### config.mk
export PLATFORM = sky130hd
export DESIGN_NAME = cp0_irq_ctrl
export DESIGN_NICKNAME = d
export VERILOG_FILES = /design/src/rtl/cp0_irq_ctrl.sv
export SDC_FILE = /design/constraint.sdc
export NUM_CORES = 1
export LEC_CHECK = 0
export ABC_CLOCK_PERIOD_IN_PS = 5200
export CAP_MARGIN = 20
export CORE_MARGIN = 5
export CORE_UTILIZATION = 25
export DETAILED_ROUTE_END_ITERATION = 10
export MAX_ROUTING_LAYER = met4
export PLACE_DENSITY = 0.61
export SLEW_MARGIN = 20
export SYNTH_ARGS = -nofsm -noshare
export SYNTH_HDL_FRONTEND = slang
export SYNTH_SLANG_ARGS = --single-unit
### constraint.sdc
create_clock -name clk -period 5.2 [get_ports clk]
set_input_delay 0.78 -clock clk [delete_from_list [all_inputs] [get_ports clk]]
set_output_delay 0.78 -clock clk [all_outputs]
set_load 0.03 [all_outputs]
### src/rtl/cp0_irq_ctrl.sv
// cp0_irq_ctrl: CP0 SR/Cause/EPC/PRId with NUM_IRQ masked interrupt entry and eret return sequencing
module cp0_irq_ctrl #(
  parameter int          NUM_IRQ      = 6,
  parameter logic [31:0] HANDLER_ADDR = 32'h0000_4180,
  parameter logic [31:0] PRID         = 32'h0000_0000
) (
  input  logic               clk,
  input  logic               reset,
  input  logic [NUM_IRQ-1:0] hwint,
  input  logic [31:0]        pc_F,
  input  logic [31:0]        pc_D,
  input  logic [31:0]        pc_E,
  input  logic [31:0]        pc_M,
  input  logic               valid_D,
  input  logic               valid_E,
  input  logic               valid_M,
  input  logic               bd_D,
  input  logic               bd_E,
  input  logic               bd_M,
  input  logic               eret_M,
  input  logic               cp0_we,
  input  logic [4:0]         cp0_addr,
  input  logic [31:0]        cp0_wdata,
  output logic [31:0]        cp0_rdata,
  output logic               int_req,
  output logic               eret_req,
  output logic [31:0]        redirect_pc,
  output logic [31:0]        epc,
  output logic               exl
);
  typedef enum logic [1:0] {IDLE, HANDLER, RESUME} state_t;
  state_t             state;
  logic [NUM_IRQ-1:0] im, ip;
  logic               ie, exl_q, bd;
  logic [31:2]        epc_q;
  logic [31:0]        victim_pc, victim_adj, sr_val, cause_val;
  logic               victim_bd, unused_ok;
  always_comb begin
    victim_pc   = valid_M ? pc_M : valid_E ? pc_E : valid_D ? pc_D : pc_F;
    victim_bd   = valid_M ? bd_M : valid_E ? bd_E : valid_D & bd_D;
    victim_adj  = victim_bd ? victim_pc - 32'd4 : victim_pc;
    int_req     = ie & ~exl_q & |(hwint & im) & (state == IDLE) & ~eret_M;
    eret_req    = eret_M & (state != RESUME);
    redirect_pc = int_req ? HANDLER_ADDR : eret_req ? {epc_q, 2'b00} : '0;
    sr_val      = {{(22-NUM_IRQ){1'b0}}, im, 8'b0, exl_q, ie};
    cause_val   = {bd, {(21-NUM_IRQ){1'b0}}, ip, 10'b0};
    cp0_rdata   = cp0_addr == 5'd12 ? sr_val :
                  cp0_addr == 5'd13 ? cause_val :
                  cp0_addr == 5'd14 ? {epc_q, 2'b00} :
                  cp0_addr == 5'd15 ? PRID : '0;
  end
  assign epc       = {epc_q, 2'b00};
  assign exl       = exl_q;
  assign unused_ok = ^{cp0_wdata, victim_adj[1:0]};
  always_ff @(posedge clk) begin
    if (reset) begin
      state <= IDLE;
      im    <= '0;
      ip    <= '0;
      ie    <= 1'b0;
      exl_q <= 1'b0;
      bd    <= 1'b0;
      epc_q <= '0;
    end else begin
      ip <= hwint;
      if (int_req) begin
        epc_q <= victim_adj[31:2];
        bd    <= victim_bd;
        exl_q <= 1'b1;
        state <= HANDLER;
      end else if (eret_req) begin
        exl_q <= 1'b0;
        state <= RESUME;
      end else begin
        if (state == RESUME) state <= IDLE;
        if (cp0_we && cp0_addr == 5'd12) begin
          im    <= cp0_wdata[10 +: NUM_IRQ];
          exl_q <= cp0_wdata[1];
          ie    <= cp0_wdata[0];
        end
        if (cp0_we && cp0_addr == 5'd14) epc_q <= cp0_wdata[31:2];
      end
    end
  end
endmodule
=== Yosys cells after proc, flatten, opt, wreduce, memory -nomap -nowiden ===
Cells that the tools add are included.

* Add/subtract/negate cells: 1
* Multipliers: 0
* Div/mod/pow operators: 0
* Order comparisons: 0
* Equality and inequality tests: 6
* Shifts and indexed selects: 0
* Muxes and demuxes: 20
* Bitwise operators: 11
* Reduce and logical (&&, ||, !) cells: 11

{| class="wikitable"
|+ Operators with widths
! cell !! number
|-
| two-way mux 32 bit || 9
|-
| two-way mux 30 bit || 3
|-
| subtractor 32 x 3 -> 32 bit (second input constant) || 1
|-
| equality test 5 x 4 -> 1 bit (second input constant) || 3
|-
| bitwise AND 1 bit || 6
|-
| bitwise AND 6 bit || 1
|-
| two-way mux 1 bit || 6
|-
| nonzero test 3 bit || 2
|-
| OR reduction 6 bit || 1
|-
| two-way mux 2 bit || 2
|-
| != test 2 bit (second input constant) || 2
|-
| NOT 1 bit || 4
|-
| nonzero test 2 bit || 2
|-
| AND reduction 3 bit || 1
|-
| equality test 2 bit (second input constant) || 1
|-
| logical AND 1 bit || 2
|-
| zero test 2 bit || 1
|-
| AND reduction 2 bit || 1
|-
| OR reduction 2 bit || 1
|}

* Register bits: 47
* Latch bits: 0
* RAM bits: 0
* Memory bits (read-only): 0
* Bits of input ports: 181
* Output and inout port bits: 99
* Word-level logic and storage cells: 57
* Memories kept: 0

=== Logic depth before layout (Yosys ltp) ===
Gate-level depths: netlist (run 1).

* Depth in word-level cells: 7
* Depth in mapped cells: 14
* Gate-level depth less buffers: 10

=== Worst setup path before layout (run 1) ===
OpenSTA, ideal clock, no wires.

* Path kind: input to register
* From: input valid_M
* To: register epc_q[30] (netlist name)
* Arrival time: 3814 ps
* Setup slack: 1266 ps
* Stages on the path: 14
* Path through: buf_2 > buf_2 > clkbuf_1 > clkbuf_1 > clkbuf_1 > nor2_1 > a21oi_1 > ha_1 > or4b_1 > buf_2 > nor2_8 > nand4_2 > or3_1 > a211o_1

* Cells in the longest elaborated chain, start to end: 4
* Elaborated cells between the ends (all ways): 5
* Those cells by class: add/sub (1); mux (4)

{| class="wikitable"
|+ RTL lines
! what !! RTL line !! text
|-
| start: declaration || 16 || <nowiki>input logic valid_M,</nowiki>
|-
| two-way mux 32 bit || 39 || <nowiki>victim_pc = valid_M ? pc_M : valid_E ? pc_E : valid_D ? pc_D : pc_F;</nowiki>
|-
| subtractor 32 x 3 -> 32 bit || 41 || <nowiki>victim_adj = victim_bd ? victim_pc - 32'd4 : victim_pc;</nowiki>
|-
| two-way mux 32 bit (*) || 41 ||
|-
| two-way mux 30 bit (*) || 66 || <nowiki>if (int_req) begin</nowiki>
|-
| end signal: assignment || 67 || <nowiki>epc_q <= victim_adj[31:2];</nowiki>
|-
| end signal: assignment || 81 || <nowiki>if (cp0_we && cp0_addr == 5'd14) epc_q <= cp0_wdata[31:2];</nowiki>
|-
| end: declaration || 35 || <nowiki>logic [31:2] epc_q;</nowiki>
|}

Mark *: on every way between the ends. The rest lies on a longest branch, timed or not.
A chain may end at the register's enable or synchronous reset.

=== Worst setup path after layout (run 1) ===
* From: input eret_M
* To: output redirect_pc[7]

* Cells in the longest elaborated chain, start to end: 3
* Elaborated cells between the ends (all ways): 5
* Those cells by class: mux (2); bitwise (3)

{| class="wikitable"
|+ RTL lines
! what !! RTL line !! text
|-
| start: declaration || 20 || <nowiki>input logic eret_M,</nowiki>
|-
| bitwise AND 1 bit / NOT 1 bit (equally long branches) || 43, 42 ||
|-
| two-way mux 32 bit / bitwise AND 1 bit (equally long branches) || 44, 42 ||
|-
| two-way mux 32 bit (*) || 44 || <nowiki>redirect_pc = int_req ? HANDLER_ADDR : eret_req ? {epc_q, 2'b00} : '0;</nowiki>
|-
| end: declaration || 27 || <nowiki>output logic [31:0] redirect_pc,</nowiki>
|}

Marks and branches as above.

==> results of run 1 <==
## kinds of logic (layout without fill, tap and decap cells)
logic type	after synthesis	count (layout)	synth area share, %
AO/OA/AOI/OAI	166	166	24.4
XOR/XNOR	19	19	3.68
adder cells (fa/ha/maj)	1	1	0.277
buffers and inverters	57	301	5.59
flip-flops	47	47	20.8
multiplexers	51	51	12.0
other	1	5	0.0830
AND/OR/NAND/NOR	270	270	33.2
## worst min-delay path, delay by kind of cell, from the launching register on
family             cells  cell delay [ns]
and+or+nand+nor        1             0.06
DFF                    1             0.33
AOI/OAI and AO/OA      1             0.05
## synth_stat cells (all sizes together) (2+ instances only)
cell type,number
a211o,3
a211oi,15
a21boi,5
a21o,3
a21oi,36
a22oi,13
a311oi,4
a31oi,7
and2,53
and3,4
buf,20
clkbuf,24
dfxtp,47
inv,13
mux2,19
mux2i,32
nand2,63
nand2b,11
nand3,12
nand3b,4
nand4,10
nor2,47
nor2b,16
nor3,15
nor3b,3
nor4,11
o211ai,4
o21a,6
o21ai,33
o21bai,2
o221a,2
o221ai,5
o22ai,12
o311ai,2
o31a,4
o31ai,3
or2,3
or3,5
or3b,2
or4,5
or4b,3
xnor2,11
xor2,8
## worst paths after layout
kind	slack (ns)	cells past startpoint	startpoint	end
max	1.39	6	eret_M	redirect_pc[7]
min	0.49	2	bd	bd
max reg2reg	2.37	8	im[0]	epc_q[11]
min reg2reg	0.49	2	bd	bd
## sequential cells by signal, summed over array words and instances, names as in the netlist
signal,cells
bd,1
epc_q,30
exl,1
ie,1
im,6
ip,6
state,2
## power breakdown
group | switching [mW] | internal [mW] | leakage, nW
clock network | 0.135 | 0.178 | 0.0679
logic | 0.157 | 0.192 | 2.23
registers | 0.00294 | 0.365 | 0.381
## metal layers
layer | vias up | global-route usage [%] | wire [um]
li1 | 2718 | - | -
met1 | 2384 | 24.0 | 8780
met2 | 204 | 28.5 | 8580
met3 | 12 | 2.48 | 1390
met4 | 0 | 3.09 | 216
met5 | - | - | 0
## layout make-up
class                      instances  area share [%]
tap                              229            3.81
clock inverter                     1          0.0665
inverter                          13           0.649
sequential                        47            12.5
timing repair buffer             280            36.6
multi-input combinational        511            44.5
clock buffer                       7            1.76
antenna                            1          0.0333
==> run metrics, run 1 <==
Die X=144 um; setup repair after global routing missed its margin=no; global-route congestion overflow total=0; core box area=17900 um2; total DRC errors in the routed layout=0; pin slew with the least headroom to its limit=0.784 ns; worst path cell trace=clkdlybuf4s50_1, a21boi_2, buf_4, nand2_1, nand2_1, clkdlybuf4s50_1; # placed instances=1080; PD cells=137 nW/um2; most instantiated flip-flop cell in the synthesis netlist=sky130_fd_sc_hd__dfxtp_1; area of the mapped netlist=4520 um2; Max stage delay cell, worst path=sky130_fd_sc_hd__clkdlybuf4s50_1; setup slack of the critical path after layout=1.39 ns; leakage power of the design=2.68 nW; global router's overall resource usage=17.7%; critical path start-end classification=input port to output port; commonest non-fill, non-tap cell in the layout=sky130_fd_sc_hd__clkdlybuf4s50_1; average footprint of a synthesized cell=7.39 um2; most used cells in the layout excluding fill and tap cells=sky130_fd_sc_hd__clkdlybuf4s50_1, sky130_fd_sc_hd__nand2_1, sky130_fd_sc_hd__and2_1, sky130_fd_sc_hd__dfxtp_1, sky130_fd_sc_hd__nor2_1; worst hold margin=0.487 ns; FILL cells=1888; proportion of synthesized chip area in sequential cells=20.8%; highest fanout seen on the critical path=24; die outline area=20900 um2; clock tree skew after final layout=0.00402 ns; peak clock frequency supported by timing=263 MHz; final HPWL from detailed placement=16000 um; worst hold path type=flop to flop; clock insertion delay at the later pin of the skew report=0.29 ns; layout cells sized above 1=6.87%; Data arrival, critical path=3.03 ns; routed length per placed instance=17.4 um; remaining antenna violation count after routing=0; maximum resistive drop on vdd=110 uV; router iterations before antenna repair=4; via-per-instance ratio=4.88; setup slack at placement=1.11 ns; count of buffers from port buffering=267; startpoint kind of the worst setup timing path=input port; Core Util, Final=42.0%; die boundary height=144 um; endpoints failing setup=0; category of the worst setup path capture point=output port; share of async-settable or async-resettable flops after synthesis=0%; final hold viol count=0; number of buffers created by CTS=5; area used by sequential logic in the layout=941 um2; # resized after CTS=0; DR vias=5318; number of clock sinks seen by CTS=47; Max Transition Viols Final=0; antenna violations before repair=1; CTS tree=built; dominant cells by area after synthesis=sky130_fd_sc_hd__dfxtp_1, sky130_fd_sc_hd__and2_1, sky130_fd_sc_hd__mux2i_1, sky130_fd_sc_hd__nand2_1, sky130_fd_sc_hd__a21oi_1; Placed Area=7380 um2; stage delay of the slowest cell on the critical path=0.71 ns; Final Total Pwr=1.03 mW; total negative slack=0 ns; last weighted congestion value of the routability-driven placer=0.829; result of the run=finished, final reports clean; fin crit period=3.81 ns; number of flops mapped to enable cells by yosys=0; portion of the clock cycle consumed by the worst path in the final layout=73.2%; clock transition time at the flip-flop clock pins of the worst setup and hold paths=0.06 ns; setup fix buffers added after clock tree synthesis=0; number of global-route vias before repair=5012; data required time of the critical path=4.42 ns; sum of buffers and inverters on the critical path=3; Hold Buf Count CTS=0; I/O Pins=280; Relative slew margins=47.7%; number of nets in the final layout=1040; maximum buffer depth of the clock tree=2; pin count of the biggest net entering global routing=52; CTS Root Buffer Type=sky130_fd_sc_hd__clkbuf_16; Yosys Warn Count=0; fraction of post-synthesis cell area in the top cell type by area=20.8%; multi-input combinational cell area=3350 um2; dominant delay contributor by cell family on the critical path=buffers and inverters; biggest area consumer among synthesized cells=sky130_fd_sc_hd__dfxtp_1; finished layout cell area=7520 um2; DRT iter0 DRCs=230; initial cell density of the core=25.3%; number of H-tree levels=2; max-cap viol count=0; wire length of the first global-routing pass=28500 um; standard-cell row count=49; number of cells produced by synthesis=612; synth-to-layout area growth=66.4%; synth unique cells=72; final cell count without fillers=1089; total wire length after detailed routing=19000 um; flop and latch count out of synthesis=47
(Power assumes the default switching activity.)
==> run 2, diff against run 1 <==
ABC_CLOCK_PERIOD_IN_PS = 3400   (was 5200)
PLACE_DENSITY = 0.63   (was 0.61)
clock period = 3.4 ns   (was 5.2 ns; I/O delays follow)
==> run 2 against run 1 <==
Effect of this change: die area stayed put; combinational power is 64% higher; critical path type is now input port to flop; flip-flop and latch count stayed put; register-to-register slack worse by 1.2 ns; sequential share of layout area is 0.46 points lower; wire length is 1.6% higher; largest power group is now combinational logic; total power is 60% higher; critical path depth is 6 higher.
==> run metrics, run 2 (synthesis gave the netlist of run 1 again) <==
layout cells sized above 1=13.5% (+6.6 points); highest fanout seen on the critical path=5 (-79%); number of H-tree levels=2 (unchanged); result of the run=finished, final reports clean; antenna violations before repair=0 (-1); clock transition time at the flip-flop clock pins of the worst setup and hold paths=0.07 ns (about the same); most used cells in the layout excluding fill and tap cells=sky130_fd_sc_hd__clkdlybuf4s50_1, sky130_fd_sc_hd__buf_4, sky130_fd_sc_hd__nand2_1, sky130_fd_sc_hd__and2_1, sky130_fd_sc_hd__dfxtp_1; routed length per placed instance=17.1 um (-1.9%); registers with the most flip-flops=epc_q (30), im (6), ip (6); global-route congestion overflow total=0 (unchanged); worst hold path type=flop to flop; die outline area=20900 um2 (unchanged); endpoints failing setup=0 (unchanged); startpoint kind of the worst setup timing path=input port; total DRC errors in the routed layout=0 (unchanged); initial cell density of the core=25.3% (unchanged); router iterations before antenna repair=5 (+1); via-per-instance ratio=4.87 (-0.26%); number of buffers created by CTS=5 (unchanged); sum of buffers and inverters on the critical path=3 (unchanged); # placed instances=1119 (+3.6%); peak clock frequency supported by timing=313 MHz; global router's overall resource usage=17.9% (+0.15 points); data required time of the critical path=3.57 ns (-0.85 ns); Die X=144 um (unchanged); CTS tree=built; flip-flop count of the largest register, all copies and words added=30 (unchanged); stage delay of the slowest cell on the critical path=0.49 ns (-0.22 ns); number of clock sinks seen by CTS=47 (unchanged); register containing the most flip-flops in the final layout=epc_q; pin slew with the least headroom to its limit=0.605 ns (-0.179 ns); maximum buffer depth of the clock tree=2 (unchanged); remaining antenna violation count after routing=0 (unchanged); final HPWL from detailed placement=16400 um (+2.9%); category of the worst setup path capture point=flop; leakage power of the design=2.91 nW (+8.8%); clock insertion delay at the later pin of the skew report=0.29 ns (about the same); die boundary height=144 um (unchanged); max-cap viol count=0 (unchanged); worst hold margin=0.486 ns (-0.000170 ns); wire length of the first global-routing pass=28800 um (+1.1%); clock tree skew after final layout=0.0135 ns (+0.00944 ns); number of global-route vias before repair=5393 (+7.6%); DR vias=5494 (+3.3%); pin count of the biggest net entering global routing=35 (-33%); Hold Buf Count CTS=0 (unchanged); Max stage delay cell, worst path=sky130_fd_sc_hd__clkdlybuf4s50_1; Core Util, Final=43.6% (+1.6 points); fin crit period=3.20 ns; CTS Root Buffer Type=sky130_fd_sc_hd__clkbuf_16; Data arrival, critical path=3.37 ns (+0.34 ns); FILL cells=1869 (-1.0%); synth-to-layout area growth=72.7%; core box area=17900 um2 (unchanged); number of nets in the final layout=1079 (+3.8%); multi-input combinational cell area=3360 um2 (+0.37%); area used by sequential logic in the layout=941 um2 (unchanged); I/O Pins=280 (unchanged); critical path start-end classification=input port to flop; final cell count without fillers=1128 (+3.6%); count of buffers from port buffering=267 (unchanged); setup repair after global routing missed its margin=no; Relative slew margins=59.5% (+12 points); PD cells=211 nW/um2 (+54%); commonest non-fill, non-tap cell in the layout=sky130_fd_sc_hd__clkdlybuf4s50_1; worst path cell trace=clkdlybuf4s50_1, inv_2, mux2i_4, nor2_1, a21oi_1, ha_1, or4b_1, buf_4, or2_4, nor4_2, xnor2_1, o22ai_1; last weighted congestion value of the routability-driven placer=0.847 (+2.1%); standard-cell row count=49 (unchanged); total wire length after detailed routing=19300 um (+1.6%); dominant delay contributor by cell family on the critical path=simple AND/OR/NAND/NOR gates; Max Transition Viols Final=0 (unchanged); portion of the clock cycle consumed by the worst path in the final layout=94.0%; maximum resistive drop on vdd=206 uV (+87%); DRT iter0 DRCs=220 (-4.3%); final hold viol count=0 (unchanged)
[run 2: changes by cell type in the layout (fill, tap and decap cells not counted), sizes merged]
| cell | before | now |
|---|---|---|
| buf | 16 | 75 |
| clkdlybuf4s50 | 264 | 244 |
| clkbuf | 7 | 6 |
| clkinvlp | 0 | 1 |
[run 2: power by group]
part           leakage (nW)  internal [mW]  switching, mW
sequential            0.381          0.557        0.00460
combinational          2.46          0.323          0.250
clock                0.0731          0.294          0.216
[run 2: repair_timing]
item,CTS,global route
hold endpoints to repair,0,0
setup endpoints to repair,0,2
resized for setup,0,2
buffers inserted,0,0
[run 2: tightest hold or removal path: cells and delay by family, from the launching register on]
kind / cells / cell delay, ns
AOI/OAI and AO/OA: 1 / 0.05
DFF: 1 / 0.33
and+or+nand+nor: 1 / 0.06
[run 2: area by class of cell]
| cell class | instances | area share, % |
|---|---|---|
| Multi-Input combinational cell | 511 | 43.1 |
| Timing Repair Buffer | 319 | 38.6 |
| Sequential cell | 47 | 12.1 |
| Tap cell | 229 | 3.67 |
| Inverter | 13 | 0.625 |
| Clock buffer | 6 | 1.78 |
| Clock inverter | 2 | 0.208 |
| Antenna cell | 1 | 0.0321 |
[run 2: path summary, 6_finish.rpt]
check | start | to | slack, ns | cells after the start
worst max-delay path | valid_E | epc_q[26] | 0.20 | 12
worst min register to register | bd | bd | 0.49 | 2
worst min-delay path | bd | bd | 0.49 | 2
worst max register to register | im[0] | epc_q[29] | 1.16 | 8
[run 2: layer usage]
metal  vias to the layer above  global-route usage [%]  share of wire (%)
met4                         0                    2.99                1.1
met3                        15                    2.12                7.1
met1                      2490                    23.6                 45
met2                       200                    29.8                 47
li1                       2789                       -                  -
met5                         -                       -                  0
[run 2: metrics by stage]
stage	cell area [um2]	setup TNS, ns	worst slack (ns)	power, mW
floorplan	4540	0	0.00133	0.831
global placement	7640	-0.342	-0.0772	1.14
detailed placement	7640	-0.885	-0.171	1.15
CTS	7790	0	0.135	1.66
global route	7800	0	0.0205	1.73
finish	7810	0	0.203	1.65
==> edit: new RTL, settings of run 1 <==
The 3 states of `state_t` get a one-hot encoding in 3 bits.
--- a/src/rtl/cp0_irq_ctrl.sv
+++ b/src/rtl/cp0_irq_ctrl.sv
@@ -28,7 +28,7 @@
   output logic [31:0]        epc,
   output logic               exl
 );
-  typedef enum logic [1:0] {IDLE, HANDLER, RESUME} state_t;
+  typedef enum logic [2:0] {IDLE = 3'b001, HANDLER = 3'b010, RESUME = 3'b100} state_t;
   state_t             state;
   logic [NUM_IRQ-1:0] im, ip;
   logic               ie, exl_q, bd;
Formal check against the unedited RTL: same outputs for any inputs over 4 cycles, from zero or initial values and one cycle with reset high; so few cycles prove little.
==> edit against run 1 <==
Critical path depth increased by 2. Worst setup slack got worse by 28 ps. Global-route usage shrank 0.28 points. Sequential cell count up 1. Register-to-register slack better by 230 ps. Design area is 3.6% lower. Total power increased by 5.6%. Routed wire length down 5.8%. Synthesized area down 4.9%. Critical path type is now primary input to register. Largest power group unchanged.
==> edit: results (changes against run 1) <==
outcome: "finished, final reports clean"
final_net_count: 977  # -6.1%
place_ws_ps: 1010  # -99.7 ps
grt_use_met2_pct: 29.0  # +0.51 points
grt_pass1_wl_um: 27000  # -5.3%
synth.area.top_cells: "dfxtp_1 (22%), mux2i_1 (8.4%), and2_1 (7.6%), nand2_1 (4.8%), a211oi_1 (3.8%)"
dpl.hpwl_um: 14800  # -7.0%
timing.rr.end: "epc_q[30]"
reg2reg_depth: 7  # -1
dr_wl_met3_um: 1400  # +0.57%
skew_ps: 6.04  # +2.02 ps
met3_usage_pct: 3.63  # +1.1 points
use_met1_pct: 22.5  # -1.5 points
ys_seq_area_share_pct: 22.4  # +1.5 points
grt_pass1_vias: 4820  # -3.8%
drt_iter0_drc: 193  # -16%
r2r_start: "state[0]"
cts_resized: 0  # unchanged
antennaDiodeCount: 0  # -1
grt_use_total_pct: 17.4  # -0.28 points
hold_ws_ps: 487  # -0.0460 ps
slowest_delay_ps: 670  # -40 ps
final.setup.worst_slack_ps: 1360  # -28.0 ps
synthTopCellsByCount: "nand2_1 (55), and2_1 (52), dfxtp_1 (48), mux2i_1 (36), nor2_1 (36)"
wire_per_inst_um: 17.5  # +0.52%
drive_gt1_share_pct: 6.41  # -0.46 points
routed-wl-met2_um: 8380  # -2.4%
path_max_fanout: 16  # -33%
p_sw_mw: 0.300  # +1.6%
fill_cells: 1804  # -4.4%
max_slew.worst_pin.slew_ps: 902  # +118 ps
place_area_mm2: 0.00708  # -4.2%
vias_per_cell: 4.71  # -3.6%
cts_setup_buffers: 0  # unchanged
fin_cells: 1021  # -6.2%
avgSynthCellArea_um2: 7.81  # +5.8%
grt_max_degree: 50  # -3.8%
power_leakage_nw: 2.58  # -3.8%
ys_types: 63  # -13%
place_congestion: 0.815  # -1.7%
area_growth_pct: 68.8
max-vdd-ir-drop_v: 0.000153  # +39%
ff2ff_setup_slack_ps: 2600  # +230 ps
wl_met1_um: 8030  # -8.5%
-- edit: worst max-delay path: cells and delay by family --
| family | cells | cell delay, ps |
|---|---|---|
| and+or+nand+nor | 4 | 1810 |
| buffers and inverters | 1 | 670 |
| AOI/OAI and AO/OA | 2 | 620 |
| xor gates and xnor gates | 1 | 120 |
-- edit: area by class of cell --
class,instances,share of cell area (%)
Multi-Input combinational cell,452,42.3
Sequential cell,48,13.2
Clock buffer,5,1.73
Timing Repair Buffer,276,37.6
Clock inverter,3,0.638
Inverter,12,0.621
Tap cell,225,3.88
-- edit: power by group through the flow --
stage | Clock, mW | Sequential, mW | Combinational [mW]
global route | 0.397 | 0.376 | 0.366
global placement | 0 | 0.384 | 0.337
floorplan | 0 | 0.386 | 0.162
detailed placement | 0 | 0.384 | 0.339
CTS | 0.386 | 0.376 | 0.340
finish | 0.375 | 0.376 | 0.337
-- edit: how the worst max path moves through the flow --
stage                 from       endpoint  depth (start not counted)
3_5_place_dp       valid_E      epc_q[24]                          9
6_report           valid_E      epc_q[24]                          8
2_1_floorplan  cp0_addr[4]  cp0_rdata[14]                          5
3_3_place_gp       valid_E      epc_q[24]                          9
5_1_grt            valid_E      epc_q[24]                          9
4_1_cts            valid_E      epc_q[24]                          9
-- edit: logic make-up (layout without fill, tap and decap cells) --
group / count (synthesis) / count (layout) / share of synthesized area (%)
adders and majority gates: 1 / 1 / 0.291
xor gates and xnor gates: 27 / 27 / 5.50
DFF: 48 / 48 / 22.4
buffers and inverters: 53 / 296 / 6.96
muxes: 46 / 46 / 11.1
other: 1 / 4 / 0.0873
AOI/OAI and AO/OA: 132 / 132 / 21.8
and+or+nand+nor: 242 / 242 / 31.9
